`src/rtl/register_arbiter.sv`:
```
// rtl/register_arbiter.sv - arbitrates core writeback and debug access to the register file
// Optional starvation counter enabled by REGISTER_ARBITER_STARVE_EN.
module register_arbiter #(
  parameter int size         = 32,
  parameter int starve_limit = 8
) (
  input  logic        clk,
  input  logic        reset,
  input  logic        core_write,
  input  logic [4:0]  core_rd,
  input  logic [31:0] core_xd,
  output logic        core_stall,
  input  logic        dbg_valid,
  output logic        dbg_ready,
  input  logic        dbg_write,
  input  logic [4:0]  dbg_index,
  input  logic [31:0] dbg_wdata,
  output logic        dbg_rvalid,
  output logic [31:0] dbg_rdata,
  output logic        rf_enable,
  output logic [4:0]  rf_rd,
  output logic [31:0] rf_xd,
  output logic        rf_read_sel,
  output logic [4:0]  rf_rs,
  input  logic [31:0] rf_xs
);

  typedef enum logic [1:0] {IDLE, READ, RESP} state_t;

  state_t state;
  logic   rd_zero;
  logic   in_idle;
  logic   forced;
  logic   grant;
  logic   dbg_wr;
  logic   dbg_rd;
  logic   core_wr;

`ifdef REGISTER_ARBITER_STARVE_EN
  logic [3:0] starve_cnt;

  assign forced = ({28'd0, starve_cnt} >= 32'(starve_limit));

  always_ff @(posedge clk or posedge reset) begin
    if (reset) begin
      starve_cnt <= 4'd0;
    end else if (grant) begin
      starve_cnt <= 4'd0;
    end else if (in_idle && dbg_valid && core_write && !forced) begin
      starve_cnt <= starve_cnt + 4'd1;
    end
  end
`else
  // Strict core priority; the limit only matters when the counter is built.
  assign forced = (starve_limit < 0);
`endif

  assign in_idle = (state == IDLE) && !reset;
  assign grant   = in_idle && dbg_valid && (!core_write || forced);
  assign dbg_wr  = grant && dbg_write;
  assign dbg_rd  = grant && !dbg_write;
  assign core_wr = in_idle && core_write && !grant;

  always_comb begin
    rf_rd     = dbg_wr ? dbg_index : core_rd;
    rf_xd     = dbg_wr ? dbg_wdata : core_xd;
    rf_enable = (dbg_wr || core_wr) && (rf_rd != 5'd0) && ({27'd0, rf_rd} < 32'(size));
  end

  assign dbg_ready   = grant;
  assign core_stall  = !reset && ((state == READ) || (state == RESP) || (in_idle && core_write && grant));
  assign rf_read_sel = (state == READ);
  assign dbg_rvalid  = (state == RESP);

  always_ff @(posedge clk or posedge reset) begin
    if (reset) begin
      state     <= IDLE;
      rf_rs     <= 5'd0;
      rd_zero   <= 1'b0;
      dbg_rdata <= 32'd0;
    end else begin
      case (state)
        IDLE: begin
          if (dbg_rd) begin
            state   <= READ;
            rf_rs   <= dbg_index;
            // x0 and out-of-range indices read back as zero regardless of rf_xs
            rd_zero <= (dbg_index == 5'd0) || ({27'd0, dbg_index} >= 32'(size));
          end
        end
        READ: begin
          dbg_rdata <= rd_zero ? 32'd0 : rf_xs;
          state     <= RESP;
        end
        RESP: begin
          state <= IDLE;
        end
        default: begin
          state <= IDLE;
        end
      endcase
    end
  end

endmodule
```
`config.mk`:
```
export PLATFORM = sky130hd
export DESIGN_NAME = register_arbiter
export DESIGN_NICKNAME = d
export VERILOG_FILES = /design/src/rtl/register_arbiter.sv
export SDC_FILE = /design/constraint.sdc
export NUM_CORES = 1
export LEC_CHECK = 0
export CAP_MARGIN = 30
export CORE_MARGIN = 8
export CORE_UTILIZATION = 29
export DETAILED_ROUTE_END_ITERATION = 7
export PLACE_DENSITY = 0.9
export SYNTH_ARGS = -nofsm -noshare
export SYNTH_HDL_FRONTEND = slang
export SYNTH_SLANG_ARGS = --single-unit
```
`constraint.sdc`:
```
create_clock -name clk -period 1.87 [get_ports clk]
set_clock_uncertainty 0.15 [all_clocks]
set_input_delay 0.2805 -clock clk [delete_from_list [all_inputs] [get_ports clk]]
set_output_delay 0.2805 -clock clk [all_outputs]
set_load 0.05 [all_outputs]
```
; Word-level counts from Yosys, hierarchy flattened
; Index checks and enable logic that the tools add are counted.
[classes]
n_reduce_logical = 21
mux = 5
eq_ne = 3
[op_table]
columns = op, count
row1 = two-way mux 32 bit, 2
row2 = logical AND 1 bit, 10
row3 = logical NOT 5 bit, 1
row4 = two-way mux 5 bit, 1
row5 = nonzero test 5 bit, 1
row6 = logical NOT 1 bit, 4
row7 = one-hot mux 2 bit (2 select lines), 1
row8 = logical OR 1 bit, 3
row9 = equality test 2 x 1 -> 1 bit (second input constant), 1
row10 = equality test 2 bit (second input constant), 1
row11 = logical NOT 2 bit, 1
row12 = two-way mux 2 bit, 1
row13 = != test 2 bit (second input constant), 1
row14 = AND reduction 2 bit, 1
[word_totals]
reg_bits = 40
input_bits = 111

; Logic depth before layout (Yosys ltp)
[logic_depth]
ltp_word = 8
ltp_mapped = 7

; Least setup slack after synthesis
; OpenSTA, ideal clock, no wires.
[synth_path]
path_type = register to output
from = reg state[0]
to = out rf_enable
path_slack_ns = -1.303
stages_incl_launch_ff = 8
arrival_time_ns = 2.742
n_path_buf = 2
path_cell_list = dfrtp_1 > inv_1 > ha_1 > and4bb_1 > nand2_1 > buf_6 > buf_6 > o21ai_0
[synth_between]
elab_chain_len = 8
word_cells_on_any_way = 12
cone_classes = 1 x mux / 11 x reduce/logical
[synth_rtl]
columns = element, line
row1 = from (decl), 30  ; state_t state;
row2 = from (signal assigned), 77  ; state <= IDLE;
row3 = from (signal assigned), 85  ; state <= READ;
row4 = from (signal assigned), 93  ; state <= RESP;
row5 = logical NOT 2 bit *, 58  ; assign in_idle = (state == IDLE) && !reset;
row6 = logical AND 1 bit *, 58
row7 = logical AND 1 bit * (2 in series), 59  ; assign grant = in_idle && dbg_valid && (!core_write || forced);
row8 = named net dbg_ready, 14  ; output logic dbg_ready,
row9 = logical AND 1 bit or logical NOT 1 bit (tied branches), "60, 62"
row10 = two-way mux 5 bit or logical AND 1 bit (tied branches), "65, 62"
row11 = nonzero test 5 bit or logical OR 1 bit (tied branches), 67  ; rf_enable = (dbg_wr || core_wr) && (rf_rd != 5'd0) && ({27'd0, rf_rd} < 32'(size));
row12 = logical AND 1 bit *, 67
row13 = to (decl), 20  ; output logic rf_enable,
; Mark *: on every way through the listed nets, which the timed path passes. The rest lies on a longest branch.

; Final worst setup path
[layout_path]
from = reg state[0]
to = out rf_rd[4]
[layout_between]
elab_chain_len = 6
[layout_rtl]
columns = element, line
row1 = logical NOT 2 bit, 58
row2 = logical AND 1 bit, 58
row3 = logical AND 1 bit (2 in series), 59
row4 = logical AND 1 bit, 60  ; assign dbg_wr = grant && dbg_write;
row5 = two-way mux 5 bit, 65  ; rf_rd = dbg_wr ? dbg_index : core_rd;
row6 = to (decl), 21  ; output logic [4:0] rf_rd,
; Every way passes these cells.

==> metrics.cfg <==
[sta]
drv_slew = 0
slew_headroom_pct = 65.8
worst_pin_slew_ps = 514
whs_ps = 377
post-route-min-period_ps = 2370
setup_viol = 45
rsz0062_at_grt = yes
worst_slack_ps = -502
fin_crit_sh_pct = 127
max_freq_mhz = 422
hold_viol_final = 0

[pwr]
ir_drop_mv = 1.14
p_leak_nw = 2.39
powerDensity_nw_per_um2 = 1370

[clocking]
cts_tree = yes
clkSinkCount = 40
cts_buffers = 5
clk_pin_slew_ps = 80
clockBufferDepth = 2
clock_latency_ps = 290
cts_root_buf = clkbuf_8
htree_levels = 2

[final_layout]
final.fill_count = 514
area_growth_pct = 129
multi_input_area_um2 = 1120
nNetsFinal = 541
drive_gt1_share_pct = 40.5
antenna_cells = 0
final_common_cell = clkdlybuf4s50_1
final_cell_mix = clkdlybuf4s50_1 (110), buf_4 (57), dfrtp_1 (40), buf_12 (37), mux2_4 (36)
fin_area_um2 = 5000
final-seq-area_um2 = 1000

[synth]
netlist_area_um2 = 2190
yosysSeqAreaShare_pct = 45.7
synthCells = 211
synth.avg_cell_area_um2 = 10.4
synth.ff_latch_count = 40
synth.distinct_cells = 17
syn_nets = 326
yosys_warnings = 0

[critical_path]
critPathMaxStageDelay_ps = 400
cp_slowest_cell = dfrtp_1
critPathArrivalTime_ps = 1940
path_cells = inv_2 > ha_4 > and4bb_4 > nand2_8 > buf_12 > mux2_4 > buf_8
critPathRequiredTime_ps = 1440
critPathLaunchType = flop
critPathBufInv = 3
worstSetupPathType = reg -> out
crit_fanout = 8
critical_path.top_delay_family = buffers and inverters
crit_path_end_kind = output port

[floorplan]
die_area_um2 = 10600
start_util_pct = 30.0
die_y_um = 103
rows = 31
num_io_pins = 190
coreArea_um2 = 7290
die_w_um = 103

[grt]
grt.busiest_layer = met2
grt.overflow.total = 0
grt_usage_pct = 18.3
grt_pass1_wl_um = 14800
antenna_found_initial = 0
use_met3_pct = 6.35
first_global_vias = 2704
met1_usage_pct = 18.8
grt_max_degree = 41
grt_util_met2_pct = 34.7

[detailed_routing]
drtPass1Iterations = 4
ant_nets = 0
route.detailed.drc = 0
routed_via_density = 4.53
first_iter_violations = 79
via_count = 2384
routed_wl_um = 10300
wl_per_cell_um = 19.5

[run_status]
violations = negative setup slack
status = complete, but fails checks

[placement]
dpl_cell_area_um2 = 4650
gp_congestion = 0.848
portBuffers = 189
dp_hpwl_um = 7970

[flow_run]
maxCapViolations = 0

[worst_hold_path]
hp-class = reg -> reg

==> logic make-up after synthesis <==
logic type,after synthesis,share of synthesized area (%)
AOI/OAI and AO/OA,35,8.40
adders and majority gates,4,2.29
buffers and inverters,47,9.21
DFF,40,45.7
muxes,45,26.4
and+or+nand+nor,40,7.95
==> tightest hold or removal path: cells and delay by family (launching register included) <==
kind / cells / cell delay (ps)
flops: 1 / 380
compound gates: 1 / 60
buf+inv: 1 / 50
==> stage by stage <==
stage	util (%)	setup TNS (ps)	total power, mW	setup WS [ps]	instances
after CTS	68.1	-18790	6.82	-487	525
final	68.6	-18470	6.84	-502	526
after global placement	63.5	-21560	5.69	-382	510
after global routing	68.6	-21130	7.20	-556	526
after floorplan	-	-11970	4.08	-283	211
after detailed placement	63.7	-15250	5.83	-418	511
==> power breakdown <==
| group | internal (mW) | leakage [nW] | total, mW | switching [mW] |
|---|---|---|---|---|
| Combinational | 1.83 | 1.84 | 4.60 | 2.77 |
| Clock | 0.402 | 0.0583 | 0.714 | 0.312 |
| Sequential | 1.28 | 0.494 | 1.53 | 0.246 |
==> final timing paths <==
kind / start / endpoint / slack, ps / cells past startpoint
hold reg to reg: dbg_rdata[26] / dbg_rdata[26] / 380 / 2
max in group asynchronous: reset / state[0] / 700 / 4
hold / removal: dbg_rdata[26] / dbg_rdata[26] / 380 / 2
setup reg to reg: state[0] / rf_rs[1] / -50 / 7
min in group asynchronous: reset / dbg_rdata[19] / 510 / 4
setup / recovery: state[0] / rf_rd[4] / -500 / 7
==> layer usage <==
layer / up-vias / part of all wire, %
li1: 1115 / -
met2: 120 / 54
met4: 0 / 1.6
met3: 15 / 9.4
met5: - / 0
met1: 1134 / 35
==> synth_stat cells <==
cell	instances	area [um^2]
ha_1	4	50.1
buf_6	3	33.8
o21ai_0	32	160
or4_1	2	15.0
clkbuf_1	6	22.5
mux2_2	26	293
o22ai_1	1	6.26
dfrtp_1	40	1000
mux2_4	19	285
nand2_1	33	124
inv_1	36	135
o41ai_1	1	8.76
nor2_1	1	3.75
o2111ai_1	1	8.76
buf_2	2	10.0
and4bb_1	1	12.5
nor2b_1	3	18.8
==> timing repair <==
item / in CTS / in global routing
hold buffers: 0 / 0
gates cloned: 3 / 0
gates resized for setup: 25 / 6
pin swaps: 1 / 1
setup buffers: 3 / 3
setup endpoints to repair: 51 / 62
==> state kept, by name (all words and copies together) (netlist names) <==
name / count
rf_rs: 5
rd_zero: 1
dbg_rdata: 32
state: 2
==> final cells by class <==
type | count | share of cell area [%]
clock inverter | 3 | 0.950
inverter | 36 | 2.78
timing repair buffer | 219 | 50.0
multi-input combinational | 124 | 22.5
clock buffer | 5 | 1.38
tap | 99 | 2.48
sequential | 40 | 20.0
(Power assumes the default switching activity.)
